$ cat src/rtl/inpkt_parser_pkg.sv
// Shared definitions for the inbound packet parser: header magic,
// parser state encoding, status bit positions and a saturating counter helper.
package inpkt_parser_pkg;

    localparam logic [7:0] MAGIC_DEFAULT = 8'h5A;

    typedef enum logic [2:0] {
        S_HDR  = 3'd0,
        S_LEN  = 3'd1,
        S_ID   = 3'd2,
        S_DATA = 3'd3,
        S_CSUM = 3'd4
    } state_t;

    // Positions inside pkt_err = {len_err, csum_err, magic_err}
    localparam int ERR_MAGIC = 0;
    localparam int ERR_CSUM  = 1;
    localparam int ERR_LEN   = 2;

    function automatic logic [7:0] sat_inc8(input logic [7:0] v);
        return (v == 8'hFF) ? v : v + 8'd1;
    endfunction

endpackage

$ cat src/rtl/inpkt_word_buf.sv
// Small word FIFO between the USB I/O block and the parser. The writer has no
// handshake, so almost_full is raised early enough to cover its write pipeline;
// a write that still arrives while full is dropped and flagged sticky.
module inpkt_word_buf
    import inpkt_parser_pkg::*;
#(
    parameter int BUF_DEPTH = 8,
    parameter int AF_MARGIN = 3
) (
    input  logic        clk,
    input  logic        rst,
    input  logic [15:0] din,
    input  logic        wr_en,
    input  logic        rd_en,
    output logic [15:0] rd_data,
    output logic        empty,
    output logic        almost_full,
    output logic        overflow
);

    localparam int PW = $clog2(BUF_DEPTH);
    localparam int CW = PW + 1;
    localparam logic [CW-1:0] AF_LEVEL   = CW'(BUF_DEPTH - AF_MARGIN);
    localparam logic [CW-1:0] FULL_LEVEL = CW'(BUF_DEPTH);

    logic [15:0]   mem [BUF_DEPTH];
    logic [PW-1:0] wr_ptr;
    logic [PW-1:0] rd_ptr;
    logic [CW-1:0] count;
    logic [CW-1:0] count_next;
    logic          full;
    logic          wr_ok;
    logic          rd_ok;

    assign full    = (count == FULL_LEVEL);
    assign empty   = (count == '0);
    assign wr_ok   = wr_en && !full;
    assign rd_ok   = rd_en && !empty;
    assign rd_data = mem[rd_ptr];

    // Occupancy after this cycle's write/read; a simultaneous pair cancels out.
    always_comb begin
        count_next = count;
        case ({wr_ok, rd_ok})
            2'b10:   count_next = count + CW'(1);
            2'b01:   count_next = count - CW'(1);
            default: count_next = count;
        endcase
    end

    // Storage array; contents need no reset because count gates every read.
    always_ff @(posedge clk) begin
        if (wr_ok) begin
            mem[wr_ptr] <= din;
        end
    end

    // Pointers, occupancy, registered back-pressure and sticky overflow.
    always_ff @(posedge clk or posedge rst) begin
        if (rst) begin
            wr_ptr      <= '0;
            rd_ptr      <= '0;
            count       <= '0;
            almost_full <= 1'b0;
            overflow    <= 1'b0;
        end else begin
            if (wr_ok) wr_ptr <= wr_ptr + PW'(1);
            if (rd_ok) rd_ptr <= rd_ptr + PW'(1);
            count       <= count_next;
            almost_full <= (count_next >= AF_LEVEL);
            if (wr_en && full) overflow <= 1'b1;
        end
    end

endmodule

$ cat src/rtl/inpkt_parser.sv
// Inbound packet parser: buffers the USB word stream, walks the
// HDR/LEN/ID/payload/CSUM frame, hands payload out through a one-entry
// output register and reports per-packet status.
//
//  state  | meaning
//  S_HDR  | hunting for {MAGIC,type}; non-magic words are dropped (resync)
//  S_LEN  | length word; 0 or above MAX_LEN ends the packet with len_err
//  S_ID   | id word; announces the packet and clears the running sum
//  S_DATA | payload words into the output register, summing as they pass
//  S_CSUM | checksum word compared against the sum; packet completes
module inpkt_parser
    import inpkt_parser_pkg::*;
#(
    parameter int         BUF_DEPTH = 8,
    parameter int         AF_MARGIN = 3,
    parameter int         MAX_LEN   = 1024,
    parameter logic [7:0] MAGIC     = MAGIC_DEFAULT
) (
    input  logic        IFCLK,
    input  logic        rst,
    input  logic [15:0] din,
    input  logic        wr_en,
    output logic        almost_full,
    output logic [15:0] dout,
    output logic        dout_valid,
    output logic        dout_last,
    input  logic        dout_ready,
    output logic [7:0]  pkt_type,
    output logic [15:0] pkt_id,
    output logic        pkt_start,
    output logic        pkt_done,
    output logic [2:0]  pkt_err,
    output logic [7:0]  err_count,
    output logic        overflow
);

    localparam int          REM_W   = $clog2(MAX_LEN + 1);
    localparam logic [15:0] MAX_L16 = 16'(MAX_LEN);

    state_t             state;
    state_t             state_next;
    logic [15:0]        buf_word;
    logic               buf_empty;
    logic               pop;
    logic               load_out;
    logic               last_next;
    logic [REM_W-1:0]   remaining;
    logic [REM_W-1:0]   remaining_next;
    logic [15:0]        sum;
    logic [15:0]        sum_next;
    logic               resync;
    logic               resync_next;
    logic [7:0]         type_next;
    logic [15:0]        id_next;
    logic               start_next;
    logic               done_next;
    logic [2:0]         err_next;
    logic               err_inc;

    inpkt_word_buf #(
        .BUF_DEPTH (BUF_DEPTH),
        .AF_MARGIN (AF_MARGIN)
    ) u_buf (
        .clk         (IFCLK),
        .rst         (rst),
        .din         (din),
        .wr_en       (wr_en),
        .rd_en       (pop),
        .rd_data     (buf_word),
        .empty       (buf_empty),
        .almost_full (almost_full),
        .overflow    (overflow)
    );

    // Parser state register.
    always_ff @(posedge IFCLK or posedge rst) begin
        if (rst) state <= S_HDR;
        else     state <= state_next;
    end

    // Next state plus next values of every parser register; one word consumed per pop.
    always_comb begin
        state_next     = state;
        pop            = 1'b0;
        load_out       = 1'b0;
        last_next      = 1'b0;
        remaining_next = remaining;
        sum_next       = sum;
        resync_next    = resync;
        type_next      = pkt_type;
        id_next        = pkt_id;
        start_next     = 1'b0;
        done_next      = 1'b0;
        err_next       = 3'b000;
        err_inc        = 1'b0;

        // Payload only moves when the output register has room or is being drained.
        if (!buf_empty && (state != S_DATA || !dout_valid || dout_ready)) begin
            pop = 1'b1;
            case (state)
                S_HDR: begin
                    if (buf_word[15:8] != MAGIC) begin
                        err_inc     = !resync;
                        resync_next = 1'b1;
                    end else begin
                        type_next  = buf_word[7:0];
                        state_next = S_LEN;
                    end
                end
                S_LEN: begin
                    if (buf_word == 16'h0000 || buf_word > MAX_L16) begin
                        done_next          = 1'b1;
                        err_next[ERR_LEN]  = 1'b1;
                        err_next[ERR_MAGIC] = resync;
                        resync_next        = 1'b0;
                        err_inc            = 1'b1;
                        state_next         = S_HDR;
                    end else begin
                        remaining_next = REM_W'(buf_word);
                        state_next     = S_ID;
                    end
                end
                S_ID: begin
                    id_next    = buf_word;
                    start_next = 1'b1;
                    sum_next   = 16'h0000;
                    state_next = S_DATA;
                end
                S_DATA: begin
                    load_out       = 1'b1;
                    sum_next       = sum + buf_word;
                    remaining_next = remaining - REM_W'(1);
                    last_next      = (remaining == REM_W'(1));
                    if (remaining == REM_W'(1)) state_next = S_CSUM;
                end
                S_CSUM: begin
                    done_next           = 1'b1;
                    err_next[ERR_CSUM]  = (buf_word != sum);
                    err_next[ERR_MAGIC] = resync;
                    err_inc             = (buf_word != sum);
                    resync_next         = 1'b0;
                    state_next          = S_HDR;
                end
                default: state_next = S_HDR;
            endcase
        end
    end

    // Packet bookkeeping and status outputs.
    always_ff @(posedge IFCLK or posedge rst) begin
        if (rst) begin
            remaining <= '0;
            sum       <= 16'h0000;
            resync    <= 1'b0;
            pkt_type  <= 8'h00;
            pkt_id    <= 16'h0000;
            pkt_start <= 1'b0;
            pkt_done  <= 1'b0;
            pkt_err   <= 3'b000;
            err_count <= 8'h00;
        end else begin
            remaining <= remaining_next;
            sum       <= sum_next;
            resync    <= resync_next;
            pkt_type  <= type_next;
            pkt_id    <= id_next;
            pkt_start <= start_next;
            pkt_done  <= done_next;
            pkt_err   <= err_next;
            if (err_inc) err_count <= sat_inc8(err_count);
        end
    end

    // One-entry payload output register; holds its word until accepted.
    always_ff @(posedge IFCLK or posedge rst) begin
        if (rst) begin
            dout       <= 16'h0000;
            dout_valid <= 1'b0;
            dout_last  <= 1'b0;
        end else if (load_out) begin
            dout       <= buf_word;
            dout_valid <= 1'b1;
            dout_last  <= last_next;
        end else if (dout_valid && dout_ready) begin
            dout_valid <= 1'b0;
            dout_last  <= 1'b0;
        end
    end

endmodule

$ cat config.mk
export PLATFORM = sky130hd
export DESIGN_NAME = inpkt_parser
export DESIGN_NICKNAME = d
export VERILOG_FILES = /design/src/rtl/inpkt_parser_pkg.sv /design/src/rtl/inpkt_word_buf.sv /design/src/rtl/inpkt_parser.sv
export SDC_FILE = /design/constraint.sdc
export NUM_CORES = 1
export LEC_CHECK = 0
export ABC_AREA = 0
export CAP_MARGIN = 10
export CORE_UTILIZATION = 34
export CTS_BUF_LIST = sky130_fd_sc_hd__clkbuf_4 sky130_fd_sc_hd__clkbuf_8
export CTS_CLUSTER_SIZE = 24
export DETAILED_ROUTE_END_ITERATION = 10
export PLACE_DENSITY = 0.58
export SETUP_SLACK_MARGIN = 0.3
export SKIP_LAST_GASP = 1
export SLEW_MARGIN = 10
export SYNTH_ARGS = -nofsm -noshare
export SYNTH_HDL_FRONTEND = slang
export SYNTH_HIERARCHICAL = 1
export SYNTH_SLANG_ARGS = --single-unit
$ cat constraint.sdc
create_clock -name IFCLK -period 3.1 [get_ports IFCLK]
set_clock_uncertainty 0.1 [all_clocks]
set_input_delay 0.93 -clock IFCLK [delete_from_list [all_inputs] [get_ports IFCLK]]
set_output_delay 0.93 -clock IFCLK [all_outputs]
set_load 0.1 [all_outputs]
==> impl_metrics.env <==
export IMPL_crit_required_ps=3470
export IMPL_yosysWarnings=6
export IMPL_setup_viol=27
export IMPL_drive_gt1_share_pct=41.0
export IMPL_antenna_cells=0
export IMPL_reg2reg_to="remaining[0]$_DFFE_PP0P_"
export IMPL_min_period_ps=3280
export IMPL_gp_congestion=0.846
export IMPL_worst_pin_slew_ps=603
export IMPL_cap_violations=0
export IMPL_core_area_um2=29000
export IMPL_min_from="pkt_type[0]$_DFFE_PP0P_"
export IMPL_grt_pass1_vias=6556
export IMPL_dpl_cell_count=1232
export IMPL_max_freq_ghz=0.305
export IMPL_fill_cells=2599
export IMPL_track_usage_pct=15.5
export IMPL_rsz0062_at_grt="yes"
export IMPL_cts_tree="done"
export IMPL_layout_setup_ws_ps=-178
export IMPL_hold_viol=0
export IMPL_overflow=0
export IMPL_r2r_cells=10
export IMPL_drt_iter0_markers=322
export IMPL_rows=62
export IMPL_die_y_um=175
export IMPL_final_cell_mix="buf_4, edfxtp_1, dfrtp_1"
export IMPL_synth_edf_count=128
export IMPL_port_buffers=76
export IMPL_ioPinCount=77
export IMPL_ys_ff_latch=226
export IMPL_area_growth_pct=32.4
export IMPL_syn_nets=741
export IMPL_cts_root_buffer="clkbuf_8"
export IMPL_clk_latency_ps=550
export IMPL_cts_buffer_depth=3
export IMPL_crit_slowest_cell="mux4_1"
export IMPL_status="complete, but fails checks"
export IMPL_seqCellArea_um2=6300
export IMPL_ant_nets=0
export IMPL_synth_top_area_share_pct=37.9
export IMPL_synth_cell_types=67
export IMPL_drc_errors=0
export IMPL_vias=6484
export IMPL_die_area_um2=30500
export IMPL_grt_max_degree=31
export IMPL_worstSetupPathType="reg -> reg"
export IMPL_slew_viol_final=0
export IMPL_crit_buf_inv=2
export IMPL_syn_instance_count=696
export IMPL_viasPerCell=4.94
export IMPL_cp_cell_sequence="buf_12 -> mux4_1 -> mux2_4 -> or2_0 -> or4_4 -> o31ai_4 -> nor2b_4 -> buf_6 -> o21ai_0 -> o21ai_1"
export IMPL_ys_flop_type="edfxtp_1"
export IMPL_ys_seq_area_share_pct=62.2
export IMPL_holdPathEnd="pkt_type[0]$_DFFE_PP0P_"
export IMPL_layout_cells_non_filler=1313
export IMPL_holdPathStages=2
export IMPL_grt_pass1_wl_um=36200
export IMPL_synth_top_area_cell="edfxtp_1"
export IMPL_wl_per_cell_um=17.9
export IMPL_netlist_area_um2=10100
export IMPL_first_pass_iters=4
export IMPL_antenna_found_initial=0
export IMPL_cpPeakStageDelay_ps=560
export IMPL_critPathMaxFanout=16
export IMPL_crit_family="simple AND/OR/NAND/NOR gates"
export IMPL_syn_area_per_cell_um2=14.6
export IMPL_start_util_pct=34.9
export IMPL_clk_pin_slew_ps=60
export IMPL_die_w_um=175
export IMPL_dp_hpwl_um=15400
export IMPL_nets=945
export IMPL_end_kind="register"
export IMPL_multi_input_area_um2=4040
export IMPL_htree_levels=2
export IMPL_fin_crit_sh_pct=106
export IMPL_rrSetupSlack_ps=-180
export IMPL_hp_class="reg -> reg"
export IMPL_totalWireLength_um=23500
export IMPL_synth_area_leaders="edfxtp_1, dfrtp_1, mux4_1"
export IMPL_worstSetupStartpointType="register"
export IMPL_final_common_cell="buf_4"
export IMPL_r2r_start="u_buf/rd_ptr[0]$_DFFE_PP0P_"
export IMPL_violations="setup timing"
export IMPL_arrival_ps=3650
export IMPL_clock_sinks=226
export IMPL_ys_async_sr_fraction_pct=43.4
export IMPL_cts_buffers=40
export IMPL_slew_headroom_pct=59.3
logic make-up (layout without fill, tap and decap cells):
group	Yosys count	count (layout)	synth area share (%)
flops	226	226	62.2
buf+inv	46	279	2.33
xor+xnor	24	24	2.08
compound gates	120	120	7.86
fa+ha+maj	25	25	3.24
mux	89	89	14.4
simple gates	166	166	7.99
synth_stat cells, drive strengths merged, types with 6 or more instances:
| master | count |
|---|---|
| buf | 16 |
| edfxtp | 128 |
| o31ai | 13 |
| inv | 15 |
| nor2b | 7 |
| clkbuf | 15 |
| mux2 | 55 |
| nor4 | 9 |
| a21oi | 29 |
| nand4 | 6 |
| nor3 | 15 |
| mux4 | 32 |
| nand2b | 6 |
| xnor2 | 16 |
| nor2 | 23 |
| ha | 23 |
| xor2 | 8 |
| nand3 | 13 |
| o21ai | 38 |
| dfrtp | 98 |
| nand2 | 68 |
per-stage QoR:
step | utilization (%) | area [um^2] | hold WS [ps] | TNS, ps | setup WS (ps)
final | 46.2 | 13400 | 378 | -3070 | -178
after global routing | 46.2 | 13400 | 420 | -7660 | -337
after CTS | 45.6 | 13200 | 385 | -3730 | -210
after detailed placement | 42.4 | 12300 | 371 | -5630 | -389
after global placement | 42.4 | 12300 | 365 | -4190 | -337
after floorplan | - | 10400 | 353 | -238 | -57.1
timing repair:
item / 4_1_cts / 5_1_grt
resized for setup: 14 / 23
cloned: 1 / 0
pin swaps: 6 / 6
hold buffers: 0 / 0
setup buffers: 2 / 7
endpoints found under the setup margin: 47 / 48
layout make-up:
| cell class | instances | area share, % |
|---|---|---|
| flip-flops and latches | 226 | 47.0 |
| clock buffers | 57 | 5.24 |
| multi-input cells | 424 | 30.1 |
| clock inverters | 14 | 0.998 |
| well taps | 384 | 3.58 |
| repair buffers | 193 | 12.6 |
| inverters | 15 | 0.448 |
worst reg2reg max path, cell delays in order (launching register included):
cell     delay [ps]
dfrtp_2         410
buf_12          170
mux4_1          570
mux2_4          310
or2_0           270
or4_4           500
o31ai_4         250
nor2b_4         240
buf_6           160
o21ai_0          90
o21ai_1         130
layer usage:
metal | share of wire [%] | track usage (%) | vias up
met5 | 0 | 0 | -
met4 | 2.2 | 5.33 | 0
met3 | 4.0 | 2.98 | 40
met2 | 48 | 25.8 | 133
met1 | 45 | 20.2 | 3216
li1 | - | - | 3095
flip-flops by register name, indices dropped and copies added (netlist names):
| signal | cells |
|---|---|
| u_buf/mem | 128 |
| dout | 16 |
| pkt_id | 16 |
| sum | 16 |
| remaining | 11 |
| err_count | 8 |
| pkt_type | 8 |
| u_buf/count | 4 |
| pkt_err | 3 |
| state | 3 |
| u_buf/rd_ptr | 3 |
| u_buf/wr_ptr | 3 |
| dout_last | 1 |
| dout_valid | 1 |
| pkt_done | 1 |
| pkt_start | 1 |
| resync | 1 |
| u_buf/almost_full | 1 |
| u_buf/overflow | 1 |
how the worst max path moves through the flow:
stage | startpoint | endpoint | slack (ps) | depth (start not counted)
after floorplan | u_buf/rd_ptr[0]$_DFFE_PP0P_ | remaining[1]$_DFFE_PP0P_ | -60 | 13
after global placement | dout_ready | u_buf/almost_full$_DFF_PP0_ | -340 | 11
after detailed placement | dout_ready | u_buf/almost_full$_DFF_PP0_ | -390 | 11
after CTS | u_buf/rd_ptr[0]$_DFFE_PP0P_ | err_count[1]$_DFFE_PP0P_ | -210 | 10
after global routing | u_buf/rd_ptr[0]$_DFFE_PP0P_ | sum[10]$_DFFE_PP0P_ | -340 | 12
final | u_buf/rd_ptr[0]$_DFFE_PP0P_ | remaining[0]$_DFFE_PP0P_ | -180 | 10
Power is left out: the tool's default activity adds up to more than one toggle a clock period on the data nets, which glitch-free logic cannot reach.
